**config.mk**
```make
export PLATFORM = sky130hd
export DESIGN_NAME = rf_write_queue_flat
export DESIGN_NICKNAME = d
export VERILOG_FILES = /design/src/rtl/rf_write_queue_if.sv /design/src/rtl/rf_write_queue.sv /design/src/flat_wrapper.sv
export SDC_FILE = /design/constraint.sdc
export NUM_CORES = 1
export LEC_CHECK = 0
export ABC_AREA = 1
export CAP_MARGIN = 25
export CORE_ASPECT_RATIO = 1.75
export CORE_MARGIN = 1.5
export CORE_UTILIZATION = 55
export CTS_BUF_LIST = sky130_fd_sc_hd__clkbuf_2 sky130_fd_sc_hd__clkbuf_4 sky130_fd_sc_hd__clkbuf_8
export DETAILED_ROUTE_END_ITERATION = 8
export DONT_BUFFER_PORTS = 1
export PLACE_DENSITY = 0.7
export SYNTH_ARGS = -nofsm -noshare
export SYNTH_HDL_FRONTEND = slang
export SYNTH_SLANG_ARGS = --single-unit
```
**constraint.sdc**
```tcl
create_clock -name clk -period 11.68 [get_ports clk]
set_input_delay 2.92 -clock clk [delete_from_list [all_inputs] [get_ports clk]]
set_output_delay 2.92 -clock clk [all_outputs]
set_load 0.01 [all_outputs]
```
**src/rtl/rf_write_queue_if.sv**
```systemverilog
// Bundles the writeback request buses, the register-file write port and the
// forwarding lookups between the write queue and its surroundings.
interface rf_write_queue_if #(
  parameter int ADDR_WIDTH = 5,
  parameter int DATA_WIDTH = 32,
  parameter int DEPTH      = 4
);
  localparam int CW = $clog2(DEPTH) + 1;

  logic                  s0_valid;
  logic                  s0_ready;
  logic [ADDR_WIDTH-1:0] s0_addr;
  logic [DATA_WIDTH-1:0] s0_data;

  logic                  s1_valid;
  logic                  s1_ready;
  logic [ADDR_WIDTH-1:0] s1_addr;
  logic [DATA_WIDTH-1:0] s1_data;

  logic                  rf_we;
  logic [ADDR_WIDTH-1:0] rf_waddr;
  logic [DATA_WIDTH-1:0] rf_wdata;

  logic [ADDR_WIDTH-1:0] fwd0_addr;
  logic                  fwd0_hit;
  logic [DATA_WIDTH-1:0] fwd0_data;
  logic [ADDR_WIDTH-1:0] fwd1_addr;
  logic                  fwd1_hit;
  logic [DATA_WIDTH-1:0] fwd1_data;

  logic [CW-1:0]         count;
  logic                  empty;
  logic                  full;

  // Producer side: writeback sources, forwarding requester, register file.
  modport master (
    output s0_valid, s0_addr, s0_data,
    output s1_valid, s1_addr, s1_data,
    output fwd0_addr, fwd1_addr,
    input  s0_ready, s1_ready,
    input  rf_we, rf_waddr, rf_wdata,
    input  fwd0_hit, fwd0_data, fwd1_hit, fwd1_data,
    input  count, empty, full
  );

  // Queue side.
  modport slave (
    input  s0_valid, s0_addr, s0_data,
    input  s1_valid, s1_addr, s1_data,
    input  fwd0_addr, fwd1_addr,
    output s0_ready, s1_ready,
    output rf_we, rf_waddr, rf_wdata,
    output fwd0_hit, fwd0_data, fwd1_hit, fwd1_data,
    output count, empty, full
  );
endinterface

```
**src/rtl/rf_write_queue.sv**
```systemverilog
// Register-file write queue: merges two writeback sources into the single
// write port of the register file, draining one entry per cycle in arrival
// order, and forwards pending (not yet written) data to the read ports.
module rf_write_queue #(
  parameter int ADDR_WIDTH = 5,
  parameter int DATA_WIDTH = 32,
  parameter int DEPTH      = 4
) (
  input logic               clk,
  input logic               reset_n,
  rf_write_queue_if.slave   bus
);
  localparam int PW = $clog2(DEPTH);
  localparam int CW = PW + 1;

  logic [ADDR_WIDTH-1:0] addr_mem [DEPTH];
  logic [DATA_WIDTH-1:0] data_mem [DEPTH];

  logic [PW-1:0] head;
  logic [PW-1:0] tail;
  logic [CW-1:0] count;

  logic [CW-1:0] free;
  logic          s0_ready;
  logic          s1_ready;
  logic          e0;
  logic          e1;
  logic          deq;
  logic [PW-1:0] s1_slot;

  // The head slot is always written out this cycle when occupied, so it is
  // credited as free space; s0 only needs one slot, s1 needs one more if s0
  // is also taking a slot in the same cycle.
  assign free     = CW'(DEPTH) - count + CW'(count != '0);
  assign s0_ready = (free >= CW'(1));
  assign e0       = bus.s0_valid & s0_ready & (bus.s0_addr != '0);
  assign s1_ready = (free >= (CW'(1) + CW'(e0)));
  assign e1       = bus.s1_valid & s1_ready & (bus.s1_addr != '0);
  assign deq      = (count != '0);
  assign s1_slot  = tail + PW'(e0);

  assign bus.s0_ready = s0_ready;
  assign bus.s1_ready = s1_ready;
  assign bus.rf_we    = deq;
  assign bus.rf_waddr = addr_mem[head];
  assign bus.rf_wdata = data_mem[head];
  assign bus.count    = count;
  assign bus.empty    = (count == '0);
  assign bus.full     = (count == CW'(DEPTH));

  // Pointer and occupancy update; writes to x0 never reach here because e0/e1
  // already exclude them, and reset drops everything that was pending.
  always_ff @(posedge clk) begin
    if (!reset_n) begin
      head  <= '0;
      tail  <= '0;
      count <= '0;
    end else begin
      head  <= head + PW'(deq);
      tail  <= tail + PW'(e0) + PW'(e1);
      count <= count + CW'(e0) + CW'(e1) - CW'(deq);
    end
  end

  // Entry storage; s0 is older so it takes the tail slot and s1 the one after.
  always_ff @(posedge clk) begin
    if (reset_n) begin
      if (e0) begin
        addr_mem[tail] <= bus.s0_addr;
        data_mem[tail] <= bus.s0_data;
      end
      if (e1) begin
        addr_mem[s1_slot] <= bus.s1_addr;
        data_mem[s1_slot] <= bus.s1_data;
      end
    end
  end

  // Forwarding scans occupied entries oldest to youngest so the last match,
  // i.e. the youngest pending write to that register, wins.
  always_comb begin
    logic [PW-1:0] slot;
    slot          = '0;
    bus.fwd0_hit  = 1'b0;
    bus.fwd0_data = '0;
    bus.fwd1_hit  = 1'b0;
    bus.fwd1_data = '0;
    for (int i = 0; i < DEPTH; i++) begin
      slot = head + PW'(i);
      if (CW'(i) < count) begin
        if ((bus.fwd0_addr != '0) && (addr_mem[slot] == bus.fwd0_addr)) begin
          bus.fwd0_hit  = 1'b1;
          bus.fwd0_data = data_mem[slot];
        end
        if ((bus.fwd1_addr != '0) && (addr_mem[slot] == bus.fwd1_addr)) begin
          bus.fwd1_hit  = 1'b1;
          bus.fwd1_data = data_mem[slot];
        end
      end
    end
  end
endmodule

```
**src/flat_wrapper.sv**
```systemverilog
// flat-port wrapper written by rule: the top's interface ports become plain ports
module rf_write_queue_flat 
#(
  parameter int ADDR_WIDTH = 5,
  parameter int DATA_WIDTH = 32,
  parameter int DEPTH      = 4
)
  (clk, reset_n, bus_s0_valid, bus_s0_addr, bus_s0_data, bus_s1_valid, bus_s1_addr, bus_s1_data, bus_fwd0_addr, bus_fwd1_addr, bus_s0_ready, bus_s1_ready, bus_rf_we, bus_rf_waddr, bus_rf_wdata, bus_fwd0_hit, bus_fwd0_data, bus_fwd1_hit, bus_fwd1_data, bus_count, bus_empty, bus_full);
  rf_write_queue_if #(.ADDR_WIDTH(ADDR_WIDTH), .DATA_WIDTH(DATA_WIDTH), .DEPTH(DEPTH)) bus_i ();
  input logic clk;
  input logic reset_n;
  input wire logic [$bits(bus_i.s0_valid)-1:0] bus_s0_valid;
  input wire logic [$bits(bus_i.s0_addr)-1:0] bus_s0_addr;
  input wire logic [$bits(bus_i.s0_data)-1:0] bus_s0_data;
  input wire logic [$bits(bus_i.s1_valid)-1:0] bus_s1_valid;
  input wire logic [$bits(bus_i.s1_addr)-1:0] bus_s1_addr;
  input wire logic [$bits(bus_i.s1_data)-1:0] bus_s1_data;
  input wire logic [$bits(bus_i.fwd0_addr)-1:0] bus_fwd0_addr;
  input wire logic [$bits(bus_i.fwd1_addr)-1:0] bus_fwd1_addr;
  output wire logic [$bits(bus_i.s0_ready)-1:0] bus_s0_ready;
  output wire logic [$bits(bus_i.s1_ready)-1:0] bus_s1_ready;
  output wire logic [$bits(bus_i.rf_we)-1:0] bus_rf_we;
  output wire logic [$bits(bus_i.rf_waddr)-1:0] bus_rf_waddr;
  output wire logic [$bits(bus_i.rf_wdata)-1:0] bus_rf_wdata;
  output wire logic [$bits(bus_i.fwd0_hit)-1:0] bus_fwd0_hit;
  output wire logic [$bits(bus_i.fwd0_data)-1:0] bus_fwd0_data;
  output wire logic [$bits(bus_i.fwd1_hit)-1:0] bus_fwd1_hit;
  output wire logic [$bits(bus_i.fwd1_data)-1:0] bus_fwd1_data;
  output wire logic [$bits(bus_i.count)-1:0] bus_count;
  output wire logic [$bits(bus_i.empty)-1:0] bus_empty;
  output wire logic [$bits(bus_i.full)-1:0] bus_full;
  assign bus_i.s0_valid = bus_s0_valid;
  assign bus_i.s0_addr = bus_s0_addr;
  assign bus_i.s0_data = bus_s0_data;
  assign bus_i.s1_valid = bus_s1_valid;
  assign bus_i.s1_addr = bus_s1_addr;
  assign bus_i.s1_data = bus_s1_data;
  assign bus_i.fwd0_addr = bus_fwd0_addr;
  assign bus_i.fwd1_addr = bus_fwd1_addr;
  assign bus_s0_ready = bus_i.s0_ready;
  assign bus_s1_ready = bus_i.s1_ready;
  assign bus_rf_we = bus_i.rf_we;
  assign bus_rf_waddr = bus_i.rf_waddr;
  assign bus_rf_wdata = bus_i.rf_wdata;
  assign bus_fwd0_hit = bus_i.fwd0_hit;
  assign bus_fwd0_data = bus_i.fwd0_data;
  assign bus_fwd1_hit = bus_i.fwd1_hit;
  assign bus_fwd1_data = bus_i.fwd1_data;
  assign bus_count = bus_i.count;
  assign bus_empty = bus_i.empty;
  assign bus_full = bus_i.full;
  rf_write_queue #(.ADDR_WIDTH(ADDR_WIDTH), .DATA_WIDTH(DATA_WIDTH), .DEPTH(DEPTH)) u_core (.clk(clk), .reset_n(reset_n), .bus(bus_i));
endmodule
```
# After elaboration in Yosys (flattened, before gate mapping)
# Memory sizes are Yosys's and may differ from the RTL's. A register that Yosys moved wholly into a read port is not among the register bits.
# Index checks and enable logic that the tools add are counted.
# totals
regBits	7
ram_bits	148
input_bits	88
memories	2
# mem_list
memory	depth	word_bits	rd	rd_clocked_by_memory_dff	write_ports	line	text
u_core.data_mem	4	32	4	1	2	rf_write_queue.sv:17	logic [DATA_WIDTH-1:0] data_mem [DEPTH];
u_core.addr_mem	4	5	4	1	2	rf_write_queue.sv:16	logic [ADDR_WIDTH-1:0] addr_mem [DEPTH];
# op_classes
n_addsub	12
order_cmp	6
n_eq_ne	9
n_mux	40
bitwise_logic	4
n_reduce_logical	14
# op_table
operator	n
32-bit two-way mux	16
5-bit equality test	8
1-bit two-way mux	22
5-bit nonzero test	4
3-bit by 1-bit adder with 3-bit output	3
1-bit logical AND	8
2-bit by 1-bit adder with 2-bit output	3
1-bit by 3-bit < comparator with 1-bit output (first input constant)	2
2-bit by 3-bit < comparator with 1-bit output (first input constant)	2
2-bit adder (second input constant)	2
1-bit bitwise AND	4
2-bit two-way mux	2
3-bit equality test (second input constant)	1
3-bit by 1-bit greater-or-equal comparator with 1-bit output (second input constant)	1
3-bit greater-or-equal comparator	1
3-bit logical NOT	1
3-bit nonzero test	1
3-bit by 1-bit subtractor with 3-bit output	1
3-bit subtractor (first input constant)	1
1-bit by 1-bit adder with 2-bit output (first input constant)	1
2-bit by 1-bit adder with 2-bit output (second input constant)	1

# Logic depth before layout (Yosys ltp)
# Gate-level depths: netlist of run 1.
# logic_depth
ltp_word	12
depth_mapped	23

# Worst setup path before layout of run 1
# No wires, ideal clock.
# synth_path
kind	input to output
from	input port bus_fwd0_addr[4]
to	output port bus_fwd0_data[1]
t_arrival_ps	4019
slack_ps	4741
stages	11
path_cell_list	inv_1 > nand3_1 > nand2_1 > inv_1 > nand2_1 > nor2_2 > buf_2 > nand4_1 > nand3_1 > nand2_1 > nand2_1
# synth_via
elab_chain_cells	10
elab_cells_between_ends	17
# synth_rtl
element	line	text
from (decl)	flat_wrapper.sv:18	input wire logic [$bits(bus_i.fwd0_addr)-1:0] bus_fwd0_addr;
5-bit equality test or 5-bit nonzero test (tied branches)	rf_write_queue.sv:91	if ((bus.fwd0_addr != '0) && (addr_mem[slot] == bus.fwd0_addr)) begin
1-bit logical AND	rf_write_queue.sv:91	
32-bit two-way mux	rf_write_queue.sv:91	
32-bit two-way mux	rf_write_queue.sv:90	if (CW'(i) < count) begin
32-bit two-way mux	rf_write_queue.sv:91	
32-bit two-way mux	rf_write_queue.sv:90	
32-bit two-way mux	rf_write_queue.sv:91	
32-bit two-way mux	rf_write_queue.sv:90	
32-bit two-way mux	rf_write_queue.sv:91	
32-bit two-way mux *	rf_write_queue.sv:90	
to (decl)	flat_wrapper.sv:26	output wire logic [$bits(bus_i.fwd0_data)-1:0] bus_fwd0_data;
# Every way passes the cells marked *; elsewhere a longest branch is shown, timed or not.

# Worst setup path in the final report of run 1
# layout_path
from	register u_core.head[1]
to	output port bus_fwd1_data[24]
# layout_via
elab_chain_cells	10
elab_cells_between_ends	17
# layout_rtl
element	line	text
from (decl)	rf_write_queue.sv:19	logic [PW-1:0] head;
from (signal assigned)	rf_write_queue.sv:59	head <= head + PW'(deq);
2-bit by 1-bit adder with 2-bit output	rf_write_queue.sv:89	slot = head + PW'(i);
memory 4 x 5 bit	n/a	
5-bit equality test	rf_write_queue.sv:95	if ((bus.fwd1_addr != '0) && (addr_mem[slot] == bus.fwd1_addr)) begin
1-bit logical AND	rf_write_queue.sv:95	
32-bit two-way mux	rf_write_queue.sv:95	
32-bit two-way mux	rf_write_queue.sv:90	
32-bit two-way mux	rf_write_queue.sv:95	
32-bit two-way mux	rf_write_queue.sv:90	
32-bit two-way mux	rf_write_queue.sv:95	
32-bit two-way mux *	rf_write_queue.sv:90	
to (decl)	flat_wrapper.sv:28	output wire logic [$bits(bus_i.fwd1_data)-1:0] bus_fwd1_data;
# Marks and branches as above.

==> flow_metrics.tcl, run 1 <==
set metrics [dict create \
    reg2reg_from "u_core.bus.count[2]" \
    grt_start_max_net_pins 137 \
    grt_pass1_wl_microns 64690 \
    synth.most_common_cell "nand2_1" \
    powerDensity_nw_per_um2 243.3 \
    yosysTopAreaCellShare_pct 32.03 \
    min_path_type "reg2reg" \
    path_clk_slew_ns 0.08 \
    required_ns 8.76 \
    cts_sinks 155 \
    rsz0062_at_grt "no" \
    p_total_mw 3.431 \
    ctsResizeCount 0 \
    wirelength_microns 41630 \
    switching_power_mw 1.960 \
    cts-root-buf "clkbuf_8" \
    syn_nets 2369 \
    p_comb_share_pct 63.7 \
    ys_top_cells_by_area "edfxtp_1, nand2_1, o21ai_0" \
    cpPeakStageDelay_ns 0.80 \
    async_flop_share_pct 0 \
    syn-instance-count 2271 \
    multi_input_area_sq_um 7614 \
    reg2regPathDepth 22 \
    synth_edf_count 148 \
    grt_pass1_vias 12150 \
    ff_latch_area_sq_um 4588 \
    yosysSeqAreaShare_pct 33.04 \
    dp.cells 2449 \
    drt_iter0_markers 1555 \
    initial_core_util_pct 56.12 \
    r2r-end "u_core.data_mem[1][10]" \
    setup_tns_ns 0 \
    seqPwrFrac_pct 24.7 \
    cap_viol_max_count 0 \
    status "finished, final reports clean" \
    synthFlopType "edfxtp_1" \
    clock.fmax_mhz 121.5 \
    p_leak_nw 6.789 \
    die_area_sq_um 26230 \
    period_minus_slack_ns 8.228 \
    die_w_microns 123.1 \
    drc 0 \
    n_fill_cell 2462 \
    maxSlewHeadroom_pct 32.57 \
    postCtsHoldBufs 0 \
    grt_usage_pct 32.02 \
    post_cts.repair.setup_buffers 0 \
    avgSynthCellArea_sq_um 6.110 \
    clkPwrFrac_pct 11.7 \
    cpMostUsedCell "nand2_1" \
    endpoint_kind "output pin" \
    timing.hold.ws_ns 0.7711 \
    cts_buffers 17 \
    dr_total_vias 13870 \
    netSwitchingFraction_pct 57.12 \
    dieHeight_microns 213.1 \
    crit_fanout 110 \
    diodes 0 \
    dr.pass1.iters 8 \
    cp_cell_sequence "inv_4 -> buf_4 -> nand2_1 -> nand2_2 -> buf_4 -> nand3_1 -> nand3_1 -> nand2_1 -> nor2_4 -> nand3_4 -> nand2_1 -> nand3_1 -> nand2_1 -> nand2_1" \
    portBuffers 0 \
    crit_path_top_delay_cell "buf_4" \
    core_area_sq_um 24720 \
    syn_to_final_growth_pct 1.632 \
    reg2reg_slack_ns 6.68 \
    synth_commonest_cells "nand2_1, o21ai_0, inv_1, nor2_1, edfxtp_1" \
    yosysTopAreaCell "edfxtp_1" \
    io_pins 199 \
    fin_nets 2254 \
    crit_arrival_ns 5.31 \
    antenna_found_initial 0 \
    fin_skew_ns 0.006597 \
    worstMarginPinSlew_ns 1.011 \
    fin_area_sq_um 14100 \
    ant_nets 0 \
    rows 76 \
    cts-htree-levels 4 \
    hold_path_startpoint "u_core.tail[1]" \
    clk_latency_ns 0.48 \
    synth_cell_types 33 \
    drive_above_1_share_pct 4.242 \
    finalCritPeriodShare_pct 70.45 \
    hold_depth 3 \
    ir_drop_uv 278.7 \
    hold_violations 0 \
    wl_per_cell_microns 16.78 \
    ys_seq_elements 155 \
    min_to "u_core.tail[1]" \
    internal_power_mw 1.471 \
    via_per_inst 5.589 \
    gr-total-overflow 0 \
    cts_buffer_depth 2 \
    cts_tree "done" \
    slew_viol_final 0 \
    postPlaceCellArea_sq_um 13720 \
    crit_type "reg2out" \
    gp_congestion 0.9487 \
    setup_viol_count_final 0 \
    final_cells 2481 \
    dpl.hpwl_microns 30070 \
    synth_warnings 0 \
    start_kind "flip-flop" \
    syn_area_sq_um 13880 \
]
## worst max path at each step
stage	startpoint	end	slack (ns)	cells after the start
finish	u_core.head[1]	bus_fwd1_data[24]	3.45	14
global route	u_core.head[1]	bus_fwd1_data[11]	2.94	14
CTS	u_core.head[1]	bus_fwd1_data[10]	3.49	14
detailed placement	bus_fwd1_addr[2]	bus_fwd1_data[10]	3.90	9
global placement	bus_fwd1_addr[2]	bus_fwd1_data[24]	3.95	9
floorplan	bus_fwd0_addr[4]	bus_fwd0_data[1]	4.74	11
## cells by family (layout without fill, tap and decap cells)
logic type | count (synthesis) | count (layout) | share of synthesized area, %
buffers and inverters | 410 | 308 | 12.78
and+or+nand+nor | 1259 | 1259 | 36.95
AOI/OAI and AO/OA | 427 | 427 | 15.59
DFF | 155 | 155 | 33.04
adders and majority gates | 10 | 10 | 1.010
xor gates and xnor gates | 10 | 10 | 0.6312
## metrics by stage
stage / setup slack [ns] / util [%]
floorplan: 4.741 / -
global route: 2.936 / 57.04
CTS: 3.494 / 57.04
finish: 3.452 / 57.04
global placement: 3.945 / 55.50
detailed placement: 3.896 / 55.50
## critical path: cells and delay by family, from the launching register on
| family | cells | cell delay, ns |
|---|---|---|
| and+or+nand+nor | 11 | 2.35 |
| DFF | 1 | 0.57 |
| buffers and inverters | 3 | 1.81 |
## per-layer routing
| layer | global-route usage [%] | wire length, microns | up-vias |
|---|---|---|---|
| met5 | 0 | 0 | - |
| met3 | 6.651 | 3757 | 50 |
| met4 | 8.284 | 668 | 0 |
| met1 | 43.60 | 17770 | 6160 |
| li1 | - | - | 7051 |
| met2 | 51.82 | 19440 | 606 |
## sequential cells by signal, summed over array words and instances, names as in the netlist
name and count:
u_core.data_mem 128, u_core.tail 2, u_core.addr_mem 20, u_core.head 2
u_core.bus.count 3
## final cells by class
class	count	share of cell area [%]
Timing Repair Buffer	24	1.278
Clock inverter	15	1.047
Inverter	252	6.725
Tap cell	312	2.768
Multi-Input combinational cell	1706	53.99
Clock buffer	17	1.659
Sequential cell	155	32.53
## power by group through the flow
stage,Clock (mW),Sequential [mW],Combinational (mW)
6_report,0.401,0.846,2.18
5_1_grt,0.424,0.861,2.46
4_1_cts,0.404,0.845,2.16
3_5_place_dp,0,0.858,2.16
3_3_place_gp,0,0.852,2.12
2_1_floorplan,0,0.815,1.71
## placed cells by master (no fill, tap or decap), types with 2 or more instances in the layout
cell type	Yosys	routed
a21oi_1	5	5
nor3_1	2	2
o21ai_0	373	371
clkinvlp_4	0	5
inv_6	0	3
nor2_4	2	4
dfxtp_1	7	6
o21ai_1	43	43
nand3_4	2	2
nand2_2	5	5
o21ai_4	0	2
nand2_1	816	816
inv_1	245	245
buf_4	20	24
xor2_1	9	9
fa_1	2	2
nor2_2	3	3
clkbuf_8	0	17
nand4_1	66	66
inv_2	6	6
o21ai_2	2	2
nor2_1	232	230
ha_1	8	8
nand3_1	128	122
o31ai_4	0	2
edfxtp_1	148	148
nand3_2	1	7
bufinv_16	0	2
clkinv_2	0	4
(Power assumes the default switching activity.)
==> run 2: changes to the inputs <==
==> constraint.sdc (replaced) <==
create_clock -name clk -period 8 [get_ports clk]
set_input_delay 2 -clock clk [delete_from_list [all_inputs] [get_ports clk]]
set_output_delay 2 -clock clk [all_outputs]
set_load 0.01 [all_outputs]
==> flow_metrics.tcl, run 2 (synthesized netlist as in run 1, its figures left out) <==
set metrics [dict create \
    maxSlewHeadroom_pct 37.97 \
    setup_viol_count_final 0 \
    finalCritPeriodShare_pct 80.95 \
    fin_area_sq_um 14140 \
    gr-total-overflow 0 \
    dr_total_vias 13940 \
    cts-htree-levels 4 \
    r2r-end "u_core.data_mem[3][7]" \
    cts_tree "done" \
    antenna_found_initial 1 \
    dpl_worst_slack_ns 1.966 \
    syn_to_final_growth_pct 1.885 \
    ctsResizeCount 0 \
    slew_viol_final 0 \
    timing.hold.ws_ns 0.7572 \
    ant_nets 0 \
    dr.pass1.iters 5 \
    hold_path_startpoint "u_core.tail[1]" \
    hold_depth 3 \
    p_total_mw 5.054 \
    status "finished, final reports clean" \
    reg_top3 "u_core.data_mem: 128 flops, u_core.addr_mem: 20 flops, u_core.bus.count: 3 flops" \
    p_leak_nw 6.819 \
    gp_congestion 0.9682 \
    postPlaceCellArea_sq_um 13720 \
    initial_core_util_pct 56.12 \
    grt_start_max_net_pins 129 \
    regMostFlops "u_core.data_mem" \
    postCtsHoldBufs 0 \
    switching_power_mw 2.864 \
    p_comb_share_pct 63.4 \
    path_clk_slew_ns 0.08 \
    drive_above_1_share_pct 4.288 \
    endpoint_kind "output pin" \
    crit_type "reg2out" \
    grt_pass1_vias 11980 \
    min_path_type "reg2reg" \
    clock.fmax_mhz 154.4 \
    seqPwrFrac_pct 24.4 \
    crit_arrival_ns 4.48 \
    drc 0 \
    fin_nets 2254 \
    setup_slack_ns 1.524 \
    clkPwrFrac_pct 12.2 \
    setup_tns_ns 0 \
    reg2reg_from "u_core.bus.count[2]" \
    io_pins 199 \
    period_minus_slack_ns 6.476 \
    rsz0062_at_grt "no" \
    rows 76 \
    wirelength_microns 41630 \
    worstMarginPinSlew_ns 0.9283 \
    cts_buffer_depth 2 \
    drt_iter0_markers 1367 \
    crit_fanout 78 \
    layout_commonest_cell "nand2_1" \
    cts_buffers 17 \
    via_per_inst 5.615 \
    post_cts.repair.setup_buffers 0 \
    cts_sinks 155 \
    portBuffers 0 \
    internal_power_mw 2.190 \
    core_area_sq_um 24720 \
    clk_latency_ns 0.47 \
    min_to "u_core.tail[1]" \
    dieHeight_microns 213.1 \
    start_kind "flip-flop" \
    fin_skew_ns 0.01330 \
    grt_pass1_wl_microns 64100 \
    powerDensity_nw_per_um2 357.5 \
    dp.cells 2449 \
    required_ns 6.00 \
    ir_drop_uv 363.0 \
    die_area_sq_um 26230 \
    die_w_microns 123.1 \
    n_fill_cell 2522 \
    largest_reg_flops 128 \
    final_cell_mix "nand2_1, o21ai_0, inv_1" \
    hold_violations 0 \
    reg2regPathDepth 22 \
    grt_usage_pct 31.82 \
    cap_viol_max_count 0 \
    final_cells 2482 \
    wl_per_cell_microns 16.77 \
    dpl.hpwl_microns 30400 \
    reg2reg_slack_ns 3.13 \
    netSwitchingFraction_pct 56.66 \
    cts-root-buf "clkbuf_8" \
    final_util_pct 57.18 \
]
[run 2: cell types whose count changed in the layout (fill, tap and decap cells not counted)]
cell / before / now
clkinv_2: 4 / 3
clkbuf_4: 0 / 2
diode_2: 0 / 1
clkinv_4: 0 / 3
clkinvlp_4: 5 / 1
clkinv_1: 1 / 0
bufinv_16: 2 / 3
[run 2: critical path: stages, from the launching register on]
cell	delay (ns)
dfxtp_1	0.57
inv_4	0.67
nand2_1	0.14
nand2_2	0.31
nand3_1	0.20
nand2_1	0.16
nand2_1	0.10
a21oi_4	0.74
nand3_4	0.57
nand2_1	0.22
nand3_1	0.08
nand2_1	0.09
nand2_1	0.11
[run 2: worst max-delay path by stage]
| stage | start | to | slack, ns | cells past startpoint |
|---|---|---|---|---|
| 3_3_place_gp | bus_fwd0_addr[2] | bus_fwd0_data[24] | 2.01 | 8 |
| 3_5_place_dp | bus_fwd0_addr[2] | bus_fwd0_data[24] | 1.97 | 8 |
| 2_1_floorplan | bus_s0_addr[2] | u_core.addr_mem[1][0] | 2.27 | 18 |
| 4_1_cts | u_core.head[1] | bus_fwd0_data[24] | 1.60 | 12 |
| 5_1_grt | u_core.head[1] | bus_fwd0_data[24] | 1.21 | 12 |
| 6_report | u_core.head[1] | bus_fwd0_data[24] | 1.52 | 12 |
[run 2: layout make-up]
class | instances | area [sq um] | area share (%)
clock inverter | 13 | 165.2 | 1.168
timing repair buffer | 24 | 180.2 | 1.274
multi-input combinational | 1706 | 7614 | 53.85
inverter | 252 | 948.4 | 6.709
antenna | 1 | 2.502 | 0.01770
clock buffer | 19 | 249.0 | 1.761
tap | 312 | 390.4 | 2.761
sequential | 155 | 4588 | 32.45
[run 2: power groups by stage]
stage                     clock (mW)  combinational, mW  sequential [mW]
after global routing           0.653               3.60             1.26
after CTS                      0.621               3.16             1.23
after floorplan                    0               2.49             1.19
final                          0.615               3.20             1.24
after detailed placement           0               3.16             1.25
after global placement             0               3.09             1.25
[run 2: metal layers]
layer	vias up	wire, microns	global-route usage [%]
met2	659	18920	50.27
li1	7048	-	-
met4	0	1281	11.45
met5	-	0	0
met3	82	4097	7.025
met1	6147	17330	42.75
==> run 3: changes to the inputs <==
--- a/config.mk
+++ b/config.mk
@@ -13,7 +13,7 @@
 export CTS_BUF_LIST = sky130_fd_sc_hd__clkbuf_2 sky130_fd_sc_hd__clkbuf_4 sky130_fd_sc_hd__clkbuf_8
 export DETAILED_ROUTE_END_ITERATION = 8
 export DONT_BUFFER_PORTS = 1
-export PLACE_DENSITY = 0.7
+export PLACE_DENSITY = 0.73
 export SYNTH_ARGS = -nofsm -noshare
 export SYNTH_HDL_FRONTEND = slang
 export SYNTH_SLANG_ARGS = --single-unit
==> constraint.sdc (replaced) <==
create_clock -name clk -period 5.4 [get_ports clk]
set_input_delay 1.35 -clock clk [delete_from_list [all_inputs] [get_ports clk]]
set_output_delay 1.35 -clock clk [all_outputs]
set_load 0.01 [all_outputs]
==> flow_metrics.tcl, run 3 (synthesized netlist as in run 1, its figures left out) <==
set metrics [dict create \
    min_to "u_core.head[0]" \
    cts-root-buf "clkbuf_8" \
    hold_violations 0 \
    clk_latency_ns 0.47 \
    dieHeight_microns 213.1 \
    postPlaceCellArea_sq_um 13820 \
    cts-htree-levels 4 \
    rows 76 \
    start_kind "flip-flop" \
    wl_per_cell_microns 17.19 \
    crit_type "reg2out" \
    grt_usage_pct 32.55 \
    r2r-end "u_core.addr_mem[0][3]" \
    grt_pass1_wl_microns 65870 \
    dp.cells 2452 \
    cp_cell_sequence "inv_4 -> nand2_1 -> nand2_2 -> nand3_1 -> nand2_1 -> nor2_1 -> nor2_4 -> nand3_4 -> nand2_1 -> nand3_1 -> nand2_1 -> nand2_1" \
    hold_depth 2 \
    dr_wl_met2_microns 19970 \
    reg2regPathDepth 21 \
    wirelength_microns 42710 \
    fin_nets 2258 \
    cap_viol_max_count 0 \
    die_w_microns 123.1 \
    dpl.hpwl_microns 30790 \
    setup_tns_ns 0 \
    final_cell_mix "nand2_1, o21ai_0, inv_1" \
    ant_nets 0 \
    maxSlewHeadroom_pct 36.59 \
    n_fill_cell 2456 \
    layout_commonest_cell "nand2_1" \
    io_pins 199 \
    core_area_sq_um 24720 \
    initial_core_util_pct 56.12 \
    rsz0062_at_grt "no" \
    min_path_type "reg2reg" \
    fin_skew_ns 0.01439 \
    grt_start_max_net_pins 152 \
    drt_iter0_markers 1576 \
    die_area_sq_um 26230 \
    setup_slack_ns 0.4387 \
    timing.hold.ws_ns 0.7234 \
    hold_path_startpoint "u_core.head[0]" \
    antenna_found_initial 0 \
    syn_to_final_growth_pct 2.380 \
    cts_sinks 155 \
    wl_met1_microns 17580 \
    portBuffers 0 \
    fin_area_sq_um 14210 \
    endpoint_kind "output pin" \
    drive_above_1_share_pct 4.464 \
    gr-total-overflow 0 \
    reg2reg_from "u_core.bus.count[2]" \
    p_total_mw 7.485 \
    cts_tree "done" \
    dr_total_vias 14090 \
    reg2reg_slack_ns 0.89 \
    post_cts.repair.setup_buffers 0 \
    slew_viol_final 0 \
    required_ns 4.05 \
    top_layer "met4" \
    cpPeakStageDelay_ns 0.56 \
    crit_arrival_ns 3.61 \
    period_minus_slack_ns 4.961 \
    path_clk_slew_ns 0.09 \
    cts_buffer_depth 2 \
    setup_viol_count_final 0 \
    status "finished, final reports clean" \
    via_per_inst 5.670 \
    crit_path_top_delay_cell "dfxtp_1" \
    ir_drop_uv 357.2 \
    largest_reg_flops 128 \
    reg_top3 "u_core.data_mem: 128 flops, u_core.addr_mem: 20 flops, u_core.bus.count: 3 flops" \
    grt_pass1_vias 12300 \
    drc 0 \
    gp_congestion 0.9301 \
    diodes 0 \
    p_leak_nw 6.835 \
    cpLargestDelayFamily "simple AND/OR/NAND/NOR gates" \
    finalCritPeriodShare_pct 91.88 \
    worstMarginPinSlew_ns 0.9511 \
    final_cells 2485 \
    crit_buf_inv 1 \
    regMostFlops "u_core.data_mem" \
    powerDensity_nw_per_um2 526.9 \
    dr_wl_met3_microns 4303 \
    cpMostUsedCell "nand2_1" \
    crit_fanout 34 \
    cts_buffers 17 \
    final_util_pct 57.46 \
    clock.fmax_mhz 201.6 \
    dpl_worst_slack_ns 0.7090 \
    dr.pass1.iters 6 \
]
run 3: area by class of cell:
type | count | area (sq um) | area share (%)
clock inverters | 14 | 113.9 | 0.8015
multi-input cells | 1706 | 7619 | 53.63
flip-flops and latches | 155 | 4588 | 32.30
repair buffers | 28 | 305.3 | 2.149
well taps | 312 | 390.4 | 2.748
clock buffers | 18 | 241.5 | 1.700
inverters | 252 | 948.4 | 6.676
run 3: how the worst max path moves through the flow:
stage	startpoint	endpoint	slack (ns)	cells past startpoint
floorplan	bus_s0_addr[2]	u_core.addr_mem[1][0]	0.32	18
global placement	u_core.head[1]	bus_fwd1_data[2]	0.78	12
detailed placement	u_core.head[1]	bus_fwd1_data[5]	0.71	12
CTS	u_core.head[1]	bus_fwd1_data[5]	0.18	12
global route	u_core.head[1]	bus_fwd1_data[22]	0.22	12
finish	u_core.head[1]	bus_fwd1_data[4]	0.44	12
run 3: power breakdown:
group          switching (mW)  internal [mW]
clock                   0.464          0.330
sequential              0.155           1.65
combinational            3.70           1.19
total                    4.32           3.16
run 3: routing by layer:
metal	global-route usage [%]	up-vias
met1	42.81	6292
met5	0	-
met4	9.076	0
met3	8.307	62
li1	-	7067
met2	52.93	670
run 3: repair_timing:
item / 4_1_cts / 5_1_grt
resized for setup: 0 / 1
hold buffers: 0 / 0
setup endpoints to repair: 0 / 32
run 3: worst register-to-register path, delay by kind of cell (launching register included):
family                   cells  cell delay, ns
AND/OR/NAND/NOR             11            2.10
buffers and inverters        7            0.97
flip-flops                   1            0.50
AO/OA/AOI/OAI                2            0.42
adder cells (fa/ha/maj)      1            0.32
